**config.mk**
```make
export PLATFORM = sky130hd
export DESIGN_NAME = reg_file
export DESIGN_NICKNAME = d
export VERILOG_FILES = /design/src/rtl/regfile_pkg.sv /design/src/rtl/regfile_init_fsm.sv /design/src/rtl/reg_file.sv
export SDC_FILE = /design/constraint.sdc
export NUM_CORES = 1
export LEC_CHECK = 0
export BUFFER_PORTS_ARGS = -buffer_cell sky130_fd_sc_hd__buf_2
export CORE_ASPECT_RATIO = 1.4
export CORE_UTILIZATION = 50
export DETAILED_ROUTE_END_ITERATION = 10
export PLACE_DENSITY_LB_ADDON = 0.08
export SLEW_MARGIN = 20
export SYNTH_ARGS = -nofsm -noshare
export SYNTH_HDL_FRONTEND = slang
export SYNTH_SLANG_ARGS = --single-unit
```
**constraint.sdc**
```tcl
create_clock -name clk -period 4.3 [get_ports clk]
set_clock_uncertainty 0.15 [all_clocks]
set_input_delay 0.645 -clock clk [delete_from_list [all_inputs] [get_ports clk]]
set_output_delay 0.645 -clock clk [all_outputs]
set_load 0.02 [all_outputs]
```
**src/rtl/regfile_pkg.sv**
```systemverilog
// Shared definitions for the MIPS register file: default widths, the
// hardwired zero register index and the clear-engine state type.
package regfile_pkg;

    localparam int RF_DATA_W = 32;
    localparam int RF_ADDR_W = 5;
    localparam int ZERO_REG  = 0;

    typedef enum logic {
        RF_CLEAR = 1'b0,
        RF_RUN   = 1'b1
    } rf_state_t;

endpackage

```
**src/rtl/regfile_init_fsm.sv**
```systemverilog
// Post-reset clear engine: walks r1..r(NUM_REGS-1) one index per cycle and
// raises Ready once the last entry has been zeroed.
//
//   state    | meaning
//   ---------+---------------------------------------------------------------
//   RF_CLEAR | zeroing mem[clr_cnt] each edge; array not yet usable
//   RF_RUN   | clear done, Ready held high until the next reset
module regfile_init_fsm
    import regfile_pkg::*;
#(
    parameter int ADDR_W = RF_ADDR_W
) (
    input  logic              clk,
    input  logic              reset,
    output logic              clr_we,
    output logic [ADDR_W-1:0] clr_addr,
    output logic              ready
);

    localparam logic [ADDR_W-1:0] LAST_IDX  = {ADDR_W{1'b1}};
    localparam logic [ADDR_W-1:0] FIRST_IDX = ADDR_W'(1);

    rf_state_t         state, state_nxt;
    logic [ADDR_W-1:0] clr_cnt, clr_cnt_nxt;
    logic              ready_nxt;

    always_ff @(posedge clk) begin
        if (reset) begin
            state   <= RF_CLEAR;
            clr_cnt <= FIRST_IDX;
            ready   <= 1'b0;
        end else begin
            state   <= state_nxt;
            clr_cnt <= clr_cnt_nxt;
            ready   <= ready_nxt;
        end
    end

    // clr_we is gated by reset so the reset edge itself never touches the array.
    always_comb begin
        state_nxt   = state;
        clr_cnt_nxt = clr_cnt;
        ready_nxt   = ready;
        clr_we      = 1'b0;
        clr_addr    = clr_cnt;
        case (state)
            RF_CLEAR: begin
                clr_we      = ~reset;
                clr_cnt_nxt = clr_cnt + ADDR_W'(1);
                if (clr_cnt == LAST_IDX) begin
                    state_nxt = RF_RUN;
                    ready_nxt = 1'b1;
                end
            end
            RF_RUN: begin
                ready_nxt = 1'b1;
            end
            default: begin
                state_nxt   = RF_CLEAR;
                clr_cnt_nxt = FIRST_IDX;
                ready_nxt   = 1'b0;
            end
        endcase
    end

endmodule

```
**src/rtl/reg_file.sv**
```systemverilog
// MIPS GPR file: 2 combinational read ports, 1 synchronous write port, r0 = 0,
// sequential post-reset clear. Optional write-through: REGFILE_BYPASS_EN.
module reg_file
    import regfile_pkg::*;
#(
    parameter int DATA_W = RF_DATA_W,
    parameter int ADDR_W = RF_ADDR_W
) (
    input  logic              clk,
    input  logic              reset,
    input  logic              RegWrite,
    input  logic [ADDR_W-1:0] WriteReg,
    input  logic [DATA_W-1:0] WriteData,
    input  logic [ADDR_W-1:0] ReadReg1,
    input  logic [ADDR_W-1:0] ReadReg2,
    output logic [DATA_W-1:0] ReadData1,
    output logic [DATA_W-1:0] ReadData2,
    output logic              Ready,
    output logic              WrDropped
);

    localparam int                NUM_REGS = 1 << ADDR_W;
    localparam logic [ADDR_W-1:0] ZERO_IDX = ADDR_W'(ZERO_REG);

    logic [DATA_W-1:0] mem [NUM_REGS];

    logic              clr_we;
    logic [ADDR_W-1:0] clr_addr;
    logic              user_we;
    logic              arr_we;
    logic [ADDR_W-1:0] arr_addr;
    logic [DATA_W-1:0] arr_data;

    regfile_init_fsm #(.ADDR_W(ADDR_W)) u_init (
        .clk      (clk),
        .reset    (reset),
        .clr_we   (clr_we),
        .clr_addr (clr_addr),
        .ready    (Ready)
    );

    // Clear and user writes are mutually exclusive: user writes need Ready=1.
    assign user_we  = Ready & RegWrite & (WriteReg != ZERO_IDX) & ~reset;
    assign arr_we   = clr_we | user_we;
    assign arr_addr = clr_we ? clr_addr : WriteReg;
    assign arr_data = clr_we ? '0 : WriteData;

    always_ff @(posedge clk) begin
        if (arr_we) begin
            mem[arr_addr] <= arr_data;
        end
    end

    always_ff @(posedge clk) begin
        if (reset) begin
            WrDropped <= 1'b0;
        end else begin
            WrDropped <= RegWrite & ~Ready;
        end
    end

    logic [DATA_W-1:0] raw1, raw2;

    assign raw1 = (ReadReg1 == ZERO_IDX || !Ready) ? '0 : mem[ReadReg1];
    assign raw2 = (ReadReg2 == ZERO_IDX || !Ready) ? '0 : mem[ReadReg2];

`ifdef REGFILE_BYPASS_EN
    logic byp_live;

    assign byp_live  = Ready & RegWrite & (WriteReg != ZERO_IDX);
    assign ReadData1 = (byp_live && WriteReg == ReadReg1) ? WriteData : raw1;
    assign ReadData2 = (byp_live && WriteReg == ReadReg2) ? WriteData : raw2;
`else
    assign ReadData1 = raw1;
    assign ReadData2 = raw2;
`endif

endmodule

```
---- Word level (Yosys, flattened, before mapping) ----
Memory sizes are Yosys's and may differ from the RTL's.
Cells that the tools add are included.
cells by class
  add/subtract/negate cells ............... 1
  equality and inequality tests ........... 2
  mux-type cells .......................... 11
  bitwise operators ....................... 8
  reductions and logical operators ........ 6
operator list
  kind                 count
  $mux 32              3
  $logic_not 5->1      2
  $mux 1               6
  $add 5x1->5 const B  1
  $eq 5x5->1 const B   1
  $mux 5               1
  $reduce_bool 5->1    1
  $and 1x1->1          4
  $not 1->1            3
  $logic_or 1x1->1     2
  $ne 2x1->1 const B   1
  $pmux 1 s2           1
  $logic_not 1->1      1
  $or 1x1->1           1
storage, ports and cells
  bits in registers ....................... 8
  memory bits (writable) .................. 1024
  output and inout bits ................... 66
  memories kept ........................... 1
memories
  memory  words  bits a word  read ports  clocked after Yosys merged registers in  write ports  line            source
  mem     32     32           2           0                                        1            reg_file.sv:25  logic [DATA_W-1:0] mem [NUM_REGS];

---- Logic depth before layout (Yosys ltp) ----
Gate-level depths: netlist of run 1.
  depth after elaboration ................. 6
  depth in mapped cells ................... 9
  depth with buffers taken out ............ 5

---- By module ----
A second synthesis of run 1 with hierarchy kept.
second synthesis, totals
  cell total of the unflattened synthesis .. 2354
  area total of the unflattened synthesis .. 47764.6 um^2
modules (own cells, without submodules)
  module            times used  cells an instance  area an instance (um^2)  seq. area each (um^2)
  reg_file          1           2325               47458.0                  30769.5
  regfile_init_fsm  1           29                 306.5                    140.1

---- Worst setup path after synthesis of run 1 ----
No wires, ideal clock.
  path kind ............................... input-to-reg
  start point ............................. input reset
  end point ............................... memory mem[17][0] (netlist name) (enable)
  arrival ................................. 2.986 ns
  required time ........................... 3.729 ns
  setup slack ............................. 0.743 ns
  cell stages on the path ................. 5
  buffers on the path ..................... 1
  cell sequence ........................... nor2_1 clkbuf_1 mux2i_1 nand2_1 nor2_1
on the way
  word-level cells in the longest chain between the ends .. 5
  elaborated cells on any way between the ends .. 7
  classes of those cells .................. mux (4); bitwise (3)
ends and longest elaborated chain
  element                                line                                    source
  from (decl)                            reg_file.sv:10                          input logic reset,
  $not 1->1 (*)                          regfile_init_fsm.sv:48, reg_file.sv:43
  $mux 1 or $and 1x1->1 (tied branches)  regfile_init_fsm.sv:46, reg_file.sv:43
  $or 1x1->1                             reg_file.sv:44                          assign arr_we = clr_we | user_we;
  $mux 1                                 reg_file.sv:49                          if (arr_we) begin
  $mux 1 (not written as such)           reg_file.sv:50                          mem[arr_addr] <= arr_data;
  to (decl)                              reg_file.sv:25
Every way passes the cells marked *; elsewhere a longest branch is shown, timed or not.

---- Worst setup path in the final report of run 1 ----
  start point ............................. input ReadReg2[2]
  end point ............................... output ReadData2[25]
on the way
  word-level cells in the longest chain between the ends .. 3
  elaborated cells on any way between the ends .. 4
  classes of those cells .................. mux (1); reduce/logical (2); memory (1)
ends and longest elaborated chain
  element                                                                line            source
  from (decl)                                                            reg_file.sv:15  input logic [ADDR_W-1:0] ReadReg2,
  parallel branches: the longest is 2 deep, another holds $mem_v2 32x32  n/a
  $mux 32 (*)                                                            reg_file.sv:65  assign raw2 = (ReadReg2 == ZERO_IDX || !Ready) ? '0 : mem[ReadReg2];
  to (decl)                                                              reg_file.sv:17  output logic [DATA_W-1:0] ReadData2,
Every way passes the cells marked *.

==> results.py, run 1 <==
metrics = {
    "outcome": {
        "status": "complete, no violations",
    },
    "timing": {
        "hold_viol_final": 0,
        "slew_headroom": 0.275,
        "layout_min_cycle_time_ns": 4.13,
        "finalSetupTns_ns": 0,
        "fmax_mhz": 242,
        "setup-violations-final": 0,
        "grt_setup_unrepaired": "no",
        "setup_slack_ns": 0.165,
        "min_period_over_period": 0.962,
        "finalMaxSlewViolations": 0,
        "worstMarginPinSlew_ns": 1.08,
    },
    "grt": {
        "grt_max_degree": 59,
        "grt_pass1_vias": 29500,
        "grt_use_total": 0.320,
        "grt_pass1_wl_microns": 219000,
        "grt_remaining_overflow": 0,
        "antenna_found_initial": 9,
    },
    "clock_network": {
        "cts_buffer_depth": 3,
        "cts.sinks": 1032,
        "htreeDepth": 3,
        "cts_buffers": 101,
        "cts_root_buf": "clkbuf_16",
        "hold_buffers": 0,
        "cts_resized": 0,
        "postCtsSetupRepairBufs": 0,
        "clk_pin_slew_worst_paths_ns": 0.06,
        "tritoncts": "built",
        "clkLatencyLatePin_ns": 0.70,
    },
    "floorplan": {
        "pin_count": 116,
        "rows": 134,
        "die_area_sq_um": 97900,
        "start_util": 0.506,
        "core_area_sq_um": 95600,
        "die_y_microns": 370,
        "die_x_microns": 265,
    },
    "synthesis": {
        "netlist_area_sq_um": 48300,
        "seq_area_frac_synth": 0.639,
        "async_flop_share": 0,
        "synth_area_per_cell_sq_um": 18.8,
        "synth-edff-count": 1024,
        "synth_cell_types": 48,
        "synthCells": 2574,
        "synth_warnings": 0,
        "ys_ff_latch": 1032,
        "syn_nets": 2626,
        "synth_flop_cell": "edfxtp_1",
    },
    "pwr": {
        "p_total_uw": 21800,
        "p_leak_uw": 0.0185,
        "power.density_nw_per_um2": 397,
        "ir_drop_uv": 355,
    },
    "cells_and_area": {
        "syn_to_final_growth_pct": 13.6,
        "final_layout_size_suffix_gt1_frac": 0.337,
        "seqCellArea_sq_um": 30900,
        "final.fill_count": 7166,
        "final_area_sq_um": 54900,
        "multi_input_area_sq_um": 16800,
        "final_nets": 2822,
        "antenna_cells": 0,
    },
    "placement": {
        "pre_cts_slack_ns": 0.269,
        "io_buffers": 115,
        "place_congestion": 0.841,
        "dp_hpwl_microns": 96000,
        "dpl_cell_area_sq_um": 51700,
    },
    "min_path": {
        "hold_class": "primary input to flop",
    },
    "drt": {
        "vias_per_cell": 7.03,
        "via_count": 28600,
        "drc": 0,
        "routedWlPerCell_microns": 38.1,
        "drt_iter0_drc": 3101,
        "ant_nets": 0,
        "wirelength_microns": 155000,
        "drt-pass1-iter-count": 5,
    },
    "worst_setup_path": {
        "arrival_ns": 3.34,
        "cp_cell_sequence": "clkbuf_8, buf_12, nor2b_4, buf_4, a21oi_1, a211oi_1, buf_4, buf_2",
        "crit_slowest_cell": "a211oi_1",
        "cp_common_cell": "buf_4",
        "critPathLaunchType": "primary input",
        "cpPeakStageDelay_ns": 0.71,
        "endpoint_kind": "output port",
        "crit_path_max_fanout": 55,
        "path_class": "primary input to output port",
        "cp_data_required_time_ns": 3.50,
    },
    "flow_run": {
        "max_cap_violations": 0,
    },
}
==> final cells by class <==
cell class,instances,area share
flip-flops and latches,1032,0.563
multi-input cells,1333,0.306
clock buffers,126,0.0485
repair buffers,301,0.0457
well taps,1224,0.0279
clock inverters,55,0.00921
inverters,1,0.0000684
==> metrics by stage <==
| stage | hold slack (ns) | std cells | utilization |
|---|---|---|---|
| 2_1_floorplan | 0.384 | 2574 | - |
| 3_3_place_gp | 0.408 | 3891 | 0.541 |
| 3_5_place_dp | 0.437 | 3891 | 0.541 |
| 4_1_cts | 0.0477 | 4072 | 0.574 |
| 5_1_grt | 0.0903 | 4072 | 0.575 |
| 6_report | 0.0853 | 4072 | 0.575 |
==> critical path, delay by kind of cell <==
family | cells | cell delay [ns]
buffers and inverters | 5 | 1.51
AO/OA/AOI/OAI | 2 | 0.86
AND/OR/NAND/NOR | 1 | 0.26
==> routing by layer <==
layer | up-vias | wire, microns | share of wire | global-route usage
li1 | 11400 | - | - | -
met1 | 15300 | 56600 | 0.37 | 0.408
met2 | 1543 | 76400 | 0.49 | 0.530
met3 | 422 | 12900 | 0.083 | 0.0534
met4 | 8 | 9040 | 0.058 | 0.171
met5 | - | 38 | 0.00025 | 0
==> flip-flops by register name, summed over array words and instances (netlist names) <==
register	count
WrDropped	1
u_init.ready	1
mem	1024
u_init.state	1
u_init.clr_addr	5
==> kinds of logic after synthesis <==
family	after synthesis	share of synthesized area
AO/OA/AOI/OAI	282	0.0484
XOR/XNOR	3	0.000544
adder cells (fa/ha/maj)	2	0.000518
buffers and inverters	209	0.0218
flip-flops	1032	0.639
multiplexers	792	0.264
AND/OR/NAND/NOR	254	0.0257
==> final timing paths <==
path                                    startpoint                 end  slack (ns)  cells past startpoint
worst min-delay path                      RegWrite           WrDropped        0.09                      2
worst max-delay path                   ReadReg2[2]       ReadData2[25]        0.17                      8
worst min register to register  u_init.clr_addr[3]  u_init.clr_addr[3]        0.46                      2
worst max register to register        u_init.ready         mem[28][10]        0.94                      5
==> synth_stat cells, types with 3 or more instances <==
| library cell | count | share of area |
|---|---|---|
| edfxtp_1 | 1024 | 0.64 |
| mux4_2 | 380 | 0.18 |
| mux2i_1 | 361 | 0.075 |
| buf_2 | 94 | 0.0097 |
| o221ai_1 | 87 | 0.016 |
| nand2_1 | 81 | 0.0063 |
| clkbuf_1 | 75 | 0.0058 |
| a21oi_1 | 52 | 0.0054 |
| mux2_2 | 51 | 0.012 |
| nand3_1 | 51 | 0.0053 |
| nor2_1 | 44 | 0.0034 |
| nor2b_1 | 39 | 0.0050 |
| a211oi_1 | 32 | 0.0050 |
| a2bb2oi_1 | 32 | 0.0058 |
| a221oi_2 | 23 | 0.0071 |
| o22a_1 | 23 | 0.0042 |
| a22oi_1 | 19 | 0.0030 |
| buf_4 | 17 | 0.0026 |
| buf_6 | 10 | 0.0023 |
| nand4_1 | 10 | 0.0013 |
| a221oi_1 | 9 | 0.0016 |
| dfxtp_1 | 8 | 0.0033 |
| buf_1 | 7 | 0.00054 |
| nand2b_1 | 6 | 0.00078 |
| nor3_1 | 4 | 0.00041 |
| and2_1 | 3 | 0.00039 |
| clkbuf_4 | 3 | 0.00047 |
| o21ai_0 | 3 | 0.00031 |
==> placed cells by master, fill, tap and decap left out, types with 12 or more instances in the layout <==
| cell type | instances |
|---|---|
| clkinv_1 | 25 |
| nor2_4 | 34 |
| a21oi_1 | 51 |
| mux2i_1 | 361 |
| clkbuf_1 | 23 |
| a221oi_2 | 23 |
| mux2_2 | 51 |
| nor2b_2 | 14 |
| o221ai_1 | 87 |
| nand2_1 | 81 |
| buf_4 | 149 |
| buf_2 | 108 |
| o22a_1 | 23 |
| a211oi_1 | 32 |
| nor2b_1 | 13 |
| clkbuf_16 | 103 |
| mux4_2 | 380 |
| buf_12 | 38 |
| nand3_1 | 50 |
| clkinv_2 | 16 |
| a22oi_1 | 19 |
| a2bb2oi_1 | 32 |
| edfxtp_1 | 1024 |
| nor2b_4 | 12 |
==> report_power, final <==
part           total (uW)  internal [uW]  switching (uW)
combinational        1820            740            1080
sequential          11200          11200            49.1
clock                8730           4960            3780
total               21800          16900            4910
Note: power is estimated with default switching activity, not from simulation.
==> inputs of run 2 (changes only) <==
--- a/config.mk
+++ b/config.mk
@@ -5,9 +5,10 @@
 export SDC_FILE = /design/constraint.sdc
 export NUM_CORES = 1
 export LEC_CHECK = 0
-export BUFFER_PORTS_ARGS = -buffer_cell sky130_fd_sc_hd__buf_2
+export BUFFER_PORTS_ARGS = -buffer_cell sky130_fd_sc_hd__buf_4
 export CORE_ASPECT_RATIO = 1.4
 export CORE_UTILIZATION = 50
+export CTS_CLUSTER_SIZE = 14
 export DETAILED_ROUTE_END_ITERATION = 10
 export PLACE_DENSITY_LB_ADDON = 0.08
 export SLEW_MARGIN = 20
==> run 2 against run 1 <==
Against the previous run:
- first-iteration DRC count is 1.7% higher
- via count is 0.50% lower
- worst hold slack worse by 0.0017 ns
- critical endpoint is now ReadData2[10]
- global-route usage is 0.66 points higher
- final area is 0.75% higher
- worst setup slack better by 0.17 ns
- non-clock buffer count is 19 lower
- highest routed layer unchanged
==> results.py, run 2 (synthesized netlist as in run 1, its figures left out) <==
metrics = {
    "outcome": {
        "status": "complete, no violations",
    },
    "clock_network": {
        "cts_buffer_depth": 3,
        "clk_pin_slew_worst_paths_ns": 0.06,
        "clkLatencyLatePin_ns": 0.70,
        "cts_resized": 0,
        "cts_buffers": 101,
        "tritoncts": "built",
        "htreeDepth": 3,
        "postCtsSetupRepairBufs": 0,
        "cts.sinks": 1032,
        "cts_root_buf": "clkbuf_16",
        "hold_buffers": 0,
    },
    "timing": {
        "setup_slack_ns": 0.334,
        "setup-violations-final": 0,
        "worstMarginPinSlew_ns": 1.09,
        "slew_headroom": 0.269,
        "min_period_over_period": 0.922,
        "fmax_mhz": 252,
        "hold_viol_final": 0,
        "grt_setup_unrepaired": "no",
        "layout_min_cycle_time_ns": 3.97,
        "finalSetupTns_ns": 0,
        "finalMaxSlewViolations": 0,
    },
    "floorplan": {
        "core_area_sq_um": 95600,
        "pin_count": 116,
        "start_util": 0.506,
        "die_area_sq_um": 97900,
        "die_x_microns": 265,
        "rows": 134,
        "die_y_microns": 370,
    },
    "drt": {
        "ant_nets": 0,
        "wirelength_microns": 158000,
        "vias_per_cell": 7.01,
        "via_count": 28500,
        "drt-pass1-iter-count": 5,
        "drc": 0,
        "routedWlPerCell_microns": 38.9,
        "drt_iter0_drc": 3154,
    },
    "cells_and_area": {
        "final_layout_size_suffix_gt1_frac": 0.337,
        "largest_reg_flops": 1024,
        "layout_common_cells": "edfxtp_1, mux4_2, mux2i_1",
        "antenna_cells": 0,
        "final_area_sq_um": 55300,
        "syn_to_final_growth_pct": 14.4,
        "final_nets": 2803,
        "final_common_cell": "edfxtp_1",
        "final.fill_count": 7077,
        "top_register": "mem",
        "postLayoutCoreUtil": 0.579,
    },
    "worst_setup_path": {
        "crit_path_max_fanout": 36,
        "cp_data_required_time_ns": 3.50,
        "critPathLaunchType": "primary input",
        "path_class": "primary input to output port",
        "arrival_ns": 3.17,
        "endpoint_kind": "output port",
    },
    "min_path": {
        "hold_class": "primary input to flop",
    },
    "placement": {
        "dp_hpwl_microns": 95800,
        "dpl_cell_area_sq_um": 51900,
        "io_buffers": 115,
        "place_congestion": 0.863,
        "pre_cts_slack_ns": 0.357,
    },
    "grt": {
        "antenna_found_initial": 2,
        "grt_remaining_overflow": 0,
        "grt_pass1_vias": 29400,
        "grt_use_total": 0.327,
        "grt_max_degree": 69,
        "grt_pass1_wl_microns": 223000,
    },
    "pwr": {
        "p_leak_uw": 0.0186,
        "ir_drop_uv": 508,
        "power.density_nw_per_um2": 398,
    },
    "flow_run": {
        "max_cap_violations": 0,
    },
}
run 2: changes by cell type in the layout (fill, tap and decap cells not counted), moves of 6 or more:
cell / previous run / this run
nor2b_2: 14 / 2
clkbuf_1: 23 / 12
buf_4: 149 / 231
buf_12: 38 / 45
nor2b_4: 12 / 24
buf_2: 108 / 0
clkinvlp_4: 3 / 9
run 2: critical path, cell delays in order:
cell and delay [ns]:
buf_8 0.24, buf_4 0.60, mux4_2 0.60, a21oi_1 0.47, a211oi_1 0.24, buf_4 0.21, buf_4 0.15
run 2: path summary, 6_finish.rpt:
check	startpoint	end	slack, ns	cells after the start
worst max register to register	u_init.state	mem[24][8]	1.00	6
worst min-delay path	RegWrite	WrDropped	0.08	2
worst min register to register	u_init.clr_addr[2]	u_init.clr_addr[2]	0.45	2
worst max-delay path	ReadReg2[0]	ReadData2[10]	0.33	7
run 2: metal layers:
layer  vias to the layer above  GRT usage  routed length, microns
met4                         4      0.141                    7080
met1                     15200      0.419                   57800
met2                      1584      0.552                   79300
met5                         -          0                      26
li1                      11400          -                       -
met3                       322     0.0554                   13600
run 2: area by class of cell:
type	instances	area [sq um]	area share
timing repair buffer	282	2720	0.0492
tap	1224	1530	0.0277
clock buffer	115	2620	0.0474
inverter	1	3.75	0.0000679
clock inverter	73	683	0.0123
multi-input combinational	1333	16800	0.305
sequential	1032	30900	0.559
run 2: stage by stage:
step,power (uW),cells,hold WS (ns)
floorplan,12600,2574,0.384
global placement,13200,3872,0.417
detailed placement,13300,3872,0.433
CTS,22100,4060,0.0525
global route,22600,4060,0.0806
finish,22000,4060,0.0836
run 2: where the power goes:
group          total (uW)  internal, uW  switching [uW]  leakage, uW
combinational        1840           747            1090      0.00752
clock                8980          5090            3880      0.00160
sequential          11200         11200            49.3      0.00944
total               22000         17000            5020       0.0186
